===== config.mk =====
export PLATFORM = sky130hd
export DESIGN_NAME = iob_riffa_chnl_host
export DESIGN_NICKNAME = d
export VERILOG_FILES = /design/src/rtl/iob_riffa_pkg.sv /design/src/rtl/iob_riffa_skid.sv /design/src/rtl/iob_riffa_chnl_host.sv
export SDC_FILE = /design/constraint.sdc
export NUM_CORES = 1
export LEC_CHECK = 0
export CORE_MARGIN = 3
export CORE_UTILIZATION = 50
export DETAILED_ROUTE_END_ITERATION = 6
export PLACE_DENSITY = 0.9
export REMOVE_ABC_BUFFERS = 1
export SETUP_SLACK_MARGIN = 0.02
export SYNTH_ARGS = -nofsm -noshare
export SYNTH_HDL_FRONTEND = slang
export SYNTH_HIERARCHICAL = 1
export SYNTH_SLANG_ARGS = --single-unit

===== constraint.sdc =====
create_clock -name clk -period 3.7 [get_ports clk]
set_input_delay 0.925 -clock clk [delete_from_list [all_inputs] [get_ports clk]]
set_output_delay 0.925 -clock clk [all_outputs]
set_load 0.03 [all_outputs]

===== src/rtl/iob_riffa_pkg.sv =====
// Shared definitions for the RIFFA channel host: default widths and FSM state types.
package iob_riffa_pkg;

  localparam int unsigned DATA_W_DEF      = 64;
  localparam int unsigned LEN_W_DEF       = 32;
  localparam int unsigned ACK_TIMEOUT_DEF = 1024;

  typedef enum logic [1:0] {
    RX_IDLE,
    RX_REQ,
    RX_DATA,
    RX_DONE
  } rx_state_t;

  typedef enum logic [1:0] {
    TX_IDLE,
    TX_ACK,
    TX_DATA,
    TX_WAITLOW
  } tx_state_t;

endpackage


===== src/rtl/iob_riffa_skid.sv =====
// One-entry valid/ready register: accepts a new beat whenever it is empty or being drained.
module iob_riffa_skid
  import iob_riffa_pkg::*;
#(
  parameter int unsigned W = DATA_W_DEF
) (
  input  logic         clk,
  input  logic         rst_n,
  input  logic [W-1:0] in_data,
  input  logic         in_valid,
  output logic         in_ready,
  output logic [W-1:0] out_data,
  output logic         out_valid,
  input  logic         out_ready
);

  assign in_ready = !out_valid || out_ready;

  // Load on input handshake, otherwise empty once the held beat is taken.
  always_ff @(posedge clk) begin
    if (!rst_n) begin
      out_valid <= 1'b0;
      out_data  <= '0;
    end else if (in_valid && in_ready) begin
      out_valid <= 1'b1;
      out_data  <= in_data;
    end else if (out_ready) begin
      out_valid <= 1'b0;
    end
  end

endmodule


===== src/rtl/iob_riffa_chnl_host.sv =====
// Host side of a RIFFA channel: RX pushes source beats to the endpoint,
// TX collects endpoint beats into a sink. The two directions are independent.
module iob_riffa_chnl_host
  import iob_riffa_pkg::*;
#(
  parameter int unsigned C_PCI_DATA_WIDTH = DATA_W_DEF,
  parameter int unsigned LEN_W            = LEN_W_DEF,
  parameter int unsigned ACK_TIMEOUT      = ACK_TIMEOUT_DEF
) (
  input  logic                        clk,
  input  logic                        rst_n,
  input  logic                        RX_START_i,
  input  logic [LEN_W-1:0]            RX_LEN_i,
  input  logic                        RX_LAST_i,
  input  logic [C_PCI_DATA_WIDTH-1:0] SRC_DATA_i,
  input  logic                        SRC_VALID_i,
  output logic                        SRC_READY_o,
  output logic [C_PCI_DATA_WIDTH-1:0] SNK_DATA_o,
  output logic                        SNK_VALID_o,
  input  logic                        SNK_READY_i,
  output logic [LEN_W-1:0]            SNK_LEN_o,
  output logic                        SNK_DONE_o,
  output logic                        RX_BUSY_o,
  output logic                        TX_BUSY_o,
  output logic                        RX_ERR_o,
  output logic                        CHNL_RX_o,
  output logic                        CHNL_RX_LAST_o,
  output logic [LEN_W-1:0]            CHNL_RX_LEN_o,
  output logic [30:0]                 CHNL_RX_OFF_o,
  output logic [C_PCI_DATA_WIDTH-1:0] CHNL_RX_DATA_o,
  output logic                        CHNL_RX_DATA_VALID_o,
  input  logic                        CHNL_RX_DATA_REN_i,
  input  logic                        CHNL_RX_ACK_i,
  input  logic                        CHNL_TX_i,
  input  logic                        CHNL_TX_LAST_i,
  input  logic [LEN_W-1:0]            CHNL_TX_LEN_i,
  input  logic [30:0]                 CHNL_TX_OFF_i,
  input  logic [C_PCI_DATA_WIDTH-1:0] CHNL_TX_DATA_i,
  input  logic                        CHNL_TX_DATA_VALID_i,
  output logic                        CHNL_TX_DATA_REN_o,
  output logic                        CHNL_TX_ACK_o
);

  localparam int unsigned TO_W = $clog2(ACK_TIMEOUT + 1);

  // Two 32-bit words per beat; an odd length rounds up.
  function automatic logic [LEN_W-1:0] beats(input logic [LEN_W-1:0] len);
    return (len >> 1) + {{(LEN_W-1){1'b0}}, len[0]};
  endfunction

  // ---------------- RX: host to endpoint ----------------
  rx_state_t        rx_state;
  logic [LEN_W-1:0] rx_src_left;
  logic [LEN_W-1:0] rx_beat_left;
  logic [TO_W-1:0]  rx_to_cnt;
  logic             rx_in_ready;
  logic             rx_src_ok;
  logic             rx_consume;

  assign rx_src_ok     = (rx_state == RX_DATA) && (rx_src_left != '0);
  assign SRC_READY_o   = rx_src_ok && rx_in_ready;
  assign rx_consume    = CHNL_RX_DATA_VALID_o && CHNL_RX_DATA_REN_i;
  assign RX_BUSY_o     = (rx_state != RX_IDLE);
  assign CHNL_RX_OFF_o = '0;

  iob_riffa_skid #(.W(C_PCI_DATA_WIDTH)) u_rx_skid (
    .clk       (clk),
    .rst_n     (rst_n),
    .in_data   (SRC_DATA_i),
    .in_valid  (SRC_VALID_i && rx_src_ok),
    .in_ready  (rx_in_ready),
    .out_data  (CHNL_RX_DATA_o),
    .out_valid (CHNL_RX_DATA_VALID_o),
    .out_ready (CHNL_RX_DATA_REN_i)
  );

  // RX request/ack handshake, ack timeout and beat accounting.
  always_ff @(posedge clk) begin
    if (!rst_n) begin
      rx_state       <= RX_IDLE;
      rx_src_left    <= '0;
      rx_beat_left   <= '0;
      rx_to_cnt      <= '0;
      RX_ERR_o       <= 1'b0;
      CHNL_RX_o      <= 1'b0;
      CHNL_RX_LAST_o <= 1'b0;
      CHNL_RX_LEN_o  <= '0;
    end else begin
      RX_ERR_o <= 1'b0;
      unique case (rx_state)
        RX_IDLE: if (RX_START_i) begin
          CHNL_RX_LEN_o  <= RX_LEN_i;
          CHNL_RX_LAST_o <= RX_LAST_i;
          CHNL_RX_o      <= 1'b1;
          rx_to_cnt      <= '0;
          rx_state       <= RX_REQ;
        end
        RX_REQ: begin
          if (CHNL_RX_ACK_i) begin
            rx_src_left  <= beats(CHNL_RX_LEN_o);
            rx_beat_left <= beats(CHNL_RX_LEN_o);
            if (CHNL_RX_LEN_o == '0) begin
              CHNL_RX_o <= 1'b0;
              rx_state  <= RX_DONE;
            end else begin
              rx_state <= RX_DATA;
            end
          end else if (rx_to_cnt == TO_W'(ACK_TIMEOUT - 1)) begin
            RX_ERR_o  <= 1'b1;
            CHNL_RX_o <= 1'b0;
            rx_state  <= RX_IDLE;
          end else begin
            rx_to_cnt <= rx_to_cnt + TO_W'(1);
          end
        end
        RX_DATA: begin
          if (SRC_READY_o && SRC_VALID_i)
            rx_src_left <= rx_src_left - LEN_W'(1);
          if (rx_consume && (rx_beat_left != '0)) begin
            rx_beat_left <= rx_beat_left - LEN_W'(1);
            if (rx_beat_left == LEN_W'(1)) begin
              CHNL_RX_o <= 1'b0;
              rx_state  <= RX_DONE;
            end
          end
        end
        RX_DONE: rx_state <= RX_IDLE;
        default: rx_state <= RX_IDLE;
      endcase
    end
  end

  // ---------------- TX: endpoint to host sink ----------------
  tx_state_t        tx_state;
  logic [LEN_W-1:0] tx_cap_left;
  logic [LEN_W-1:0] tx_drain_left;
  logic             tx_in_ready;
  logic             tx_cap_ok;
  logic             unused_tx;

  assign tx_cap_ok          = (tx_state == TX_DATA) && (tx_cap_left != '0);
  assign CHNL_TX_DATA_REN_o = tx_cap_ok && tx_in_ready;
  assign TX_BUSY_o          = (tx_state != TX_IDLE);
  // Endpoint offset and last flag carry nothing this host acts on.
  assign unused_tx          = ^{CHNL_TX_OFF_i, CHNL_TX_LAST_i};

  iob_riffa_skid #(.W(C_PCI_DATA_WIDTH)) u_tx_skid (
    .clk       (clk),
    .rst_n     (rst_n),
    .in_data   (CHNL_TX_DATA_i),
    .in_valid  (CHNL_TX_DATA_VALID_i && tx_cap_ok),
    .in_ready  (tx_in_ready),
    .out_data  (SNK_DATA_o),
    .out_valid (SNK_VALID_o),
    .out_ready (SNK_READY_i)
  );

  // TX ack pulse, capture/drain counting and done pulse on the final drained beat.
  always_ff @(posedge clk) begin
    if (!rst_n) begin
      tx_state      <= TX_IDLE;
      tx_cap_left   <= '0;
      tx_drain_left <= '0;
      SNK_LEN_o     <= '0;
      SNK_DONE_o    <= 1'b0;
      CHNL_TX_ACK_o <= 1'b0;
    end else begin
      SNK_DONE_o    <= 1'b0;
      CHNL_TX_ACK_o <= 1'b0;
      unique case (tx_state)
        TX_IDLE: if (CHNL_TX_i) begin
          SNK_LEN_o     <= CHNL_TX_LEN_i;
          tx_cap_left   <= beats(CHNL_TX_LEN_i);
          tx_drain_left <= beats(CHNL_TX_LEN_i);
          CHNL_TX_ACK_o <= 1'b1;
          tx_state      <= TX_ACK;
        end
        TX_ACK: begin
          if (tx_drain_left == '0) begin
            SNK_DONE_o <= 1'b1;
            tx_state   <= TX_WAITLOW;
          end else begin
            tx_state <= TX_DATA;
          end
        end
        TX_DATA: begin
          if (CHNL_TX_DATA_REN_o && CHNL_TX_DATA_VALID_i)
            tx_cap_left <= tx_cap_left - LEN_W'(1);
          if (SNK_VALID_o && SNK_READY_i && (tx_drain_left != '0)) begin
            tx_drain_left <= tx_drain_left - LEN_W'(1);
            if (tx_drain_left == LEN_W'(1)) begin
              SNK_DONE_o <= 1'b1;
              tx_state   <= TX_WAITLOW;
            end
          end
        end
        TX_WAITLOW: if (!CHNL_TX_i) tx_state <= TX_IDLE;
        default: tx_state <= TX_IDLE;
      endcase
    end
  end

endmodule

==> run metrics <==
WHS=0.456 ns; final setup TNS=0 ns; worst path required time=2.77 ns; PnR worst setup slack=0.175 ns; failing checks=DRC; Seq/Total Area, Yosys=37.8%; layout cells sized above 1=6.55%; initial antenna violation count=4; CTS tree=built; sequential power share=33.7%; Hold Path Cell Cnt=2; Initial Util=between 50% and 60%; remaining global-route overflow=0; GRT Util Overall=30.8%; latest clock arrival within the worst-skew pair=about 0.55 ns; pin count of the biggest net entering global routing=148; Max-cap violations=0; IO Pins=about 470; syn avg cell area=7.76 µm²; CTS H-Tree Depth=2; crit path buf inv count=1; total vias in the final route=18,900; post-DR vias/cell=around 6; # rows=69; Post-synth EDFFs=0; Clock power frac=31.1%; Hold Buf Count CTS=0; worst hold path startpoint=SNK_LEN_o[24]; library cells used by synthesis=75; port bufs=slightly above 400; power consumption=roughly 13 mW; Layout area overhead=30.9%; R2R Path Start=rx_src_left[0]; ys flop type=dfxtp_1; drt first pass iters=7; Crit Path Max Fanout=7; number of global-route vias before repair=18,300; Total Wirelength=63,300 µm; CTS Buf Count=40; Worst slew margin=37.7%; top cell type by total area after synthesis=dfxtp_1; design area=23,700 µm²; worst r2r path cells=11; top-area cell type share of the netlist area=37.8%; die area=around 39,000 µm²; core box area=35,700 µm²; Worst Setup SP=tx_cap_left[21]; Worst VDD drop=approximately 400 µV; Pleak=8.59 nW; clock skew=roughly 0.025 ns; internal power=8.23 mW; status=complete, but fails checks; yosys warns=6; placed cell area=22,300 µm²; Post-synth top cells=nand2_1, dfxtp_1, a21oi_1; critical path's top delay family=simple AND/OR/NAND/NOR gates; Critical Path Max Stage Delay=0.55 ns; Comb power frac=35.2%; clock transition at the registers of the reported paths=about 0.060 ns; Final setup viols=0; Worst Hold Class=reg -> reg; synthesized area=around 18,000 µm²; routed len/inst=~20 µm; Final ANT Viol Nets=0; kind of critical path=reg -> out; count leader, synth=nand2_1; crit path launch type=flop; Final nets=2,940; count of pins over their slew limit=0; crit share post-route=95.3%; final hold vios=0; Final min period=3.52 ns; Syn Inst Count=2,337; HPWL Detailed=45,100 µm; die span in x=196 µm; fmax=284 MHz; TritonCTS sink count=342; CP Cell Sequence=or4_1 -> nand4b_1 -> or3_4 -> and3_1 -> clkbuf_2; register bit total from synthesis=about 340; global-route wire length before repair=97,900 µm; slowest library cell on the worst path=or4_1; switching pwr=about 5 mW; Place WS=-0.169 ns; placer's final routability congestion estimate=around 0.93; critical path depth in cells=5; slew at the pin closest to its max-slew limit=0.928 ns; ys async rst share=0%; Arrival @ worst endpoint=roughly 2.6 ns; setup repair after global routing missed its margin=no; Root Driver=clkbuf_16; Sw Ratio=37.8%; largest cells by area after synthesis=dfxtp_1, nand2_1, mux2i_1, a21oi_1, o21ai_0; initial drt markers=between 1,500 and 2,000; height of the die=196 µm; power density over the cells=~560 nW/µm²; detailed-route DRC error count=3; clk buf depth=3; Worst setup EP type=output pin
[layer usage]
metal  global-route usage (%)  wire (µm)
met5                        0         17
met4                     14.4       3230
met3                     7.11       5990
met2                     51.8      29900
met1                     37.6      24200
[flip-flops by register name, summed over array words and instances, names as in the netlist, 2 cells and up, named ones only]
| name | flops |
|---|---|
| CHNL_RX_LEN_o | 32 |
| SNK_LEN_o | 32 |
| rx_beat_left | 32 |
| rx_src_left | 32 |
| rx_to_cnt | 11 |
| tx_cap_left | 32 |
| tx_drain_left | 32 |
| tx_state | 2 |
| u_rx_skid/out_data | 64 |
| u_tx_skid/out_data | 64 |
[worst register-to-register path, cell delays in order (launching register included)]
cell and delay [ns]:
dfxtp_1 0.39, inv_1 0.08, ha_1 0.23, or3b_4 0.28, nand3b_1 0.19, nor3_2 0.08, and3_4 0.20, buf_4 0.15
nor2_1 0.15, and2_4 0.59, buf_12 0.38, mux2i_1 0.29
[cell usage in the layout, fill, tap and decap left out, types with 48 or more instances in the layout]
master           synthesis  final
nor3_1                  73     73
nor2_1                 149    149
a21oi_1                199    199
buf_4                   33     55
nand2_1                518    518
nand3_1                 54     54
o21ai_0                147    147
dfxtp_1                342    342
mux2i_1                137    137
nor4_1                  48     48
clkdlybuf4s50_1          0    401
[power by group through the flow]
stage          combinational [mW]  clock (mW)  sequential (mW)
4_1_cts                      4.56        4.16             4.43
6_report                     4.66        4.12             4.45
3_3_place_gp                 4.41           0             4.48
5_1_grt                      5.01        4.29             4.50
2_1_floorplan                2.48           0             4.72
3_5_place_dp                 4.51           0             4.51
[what timing repair did]
| action | 4_1_cts | 5_1_grt |
|---|---|---|
| pin swaps | 1 | 1 |
| gates resized for setup | 6 | 3 |
| setup endpoints to repair | 2 | 2 |
| setup buffers | 1 | 0 |
[worst paths after layout]
kind | to | slack [ns]
setup / recovery | CHNL_TX_DATA_REN_o | 0.18
hold / removal | SNK_LEN_o[24] | 0.46
setup reg to reg | u_rx_skid/out_data[55] | 0.59
hold reg to reg | SNK_LEN_o[24] | 0.46
[area by class of cell]
cell class	instances	area (µm²)
Antenna cell	4	10.0
Clock buffer	56	1180
Clock inverter	18	186
Fill cell	2830	11900
Inverter	35	134
Multi-Input combinational cell	1803	10200
Sequential cell	342	6850
Tap cell	461	577
Timing Repair Buffer	464	4550
[kinds of logic after synthesis]
group / Yosys count / share of synthesized area [%]
buffers and inverters: 222 / 6.61
xor gates and xnor gates: 49 / 2.37
and+or+nand+nor: 1027 / 26.1
other: 1 / 0.0207
AOI/OAI and AO/OA: 536 / 18.0
DFF: 342 / 37.8
adders and majority gates: 20 / 1.38
muxes: 140 / 7.75
[stage by stage]
step	utilization (%)	std cells
3_3_place_gp	62.6	3104
2_1_floorplan	-	2180
6_report	66.5	3183
4_1_cts	66.5	3179
3_5_place_dp	62.6	3104
5_1_grt	66.5	3181
(Power assumes the default switching activity.)
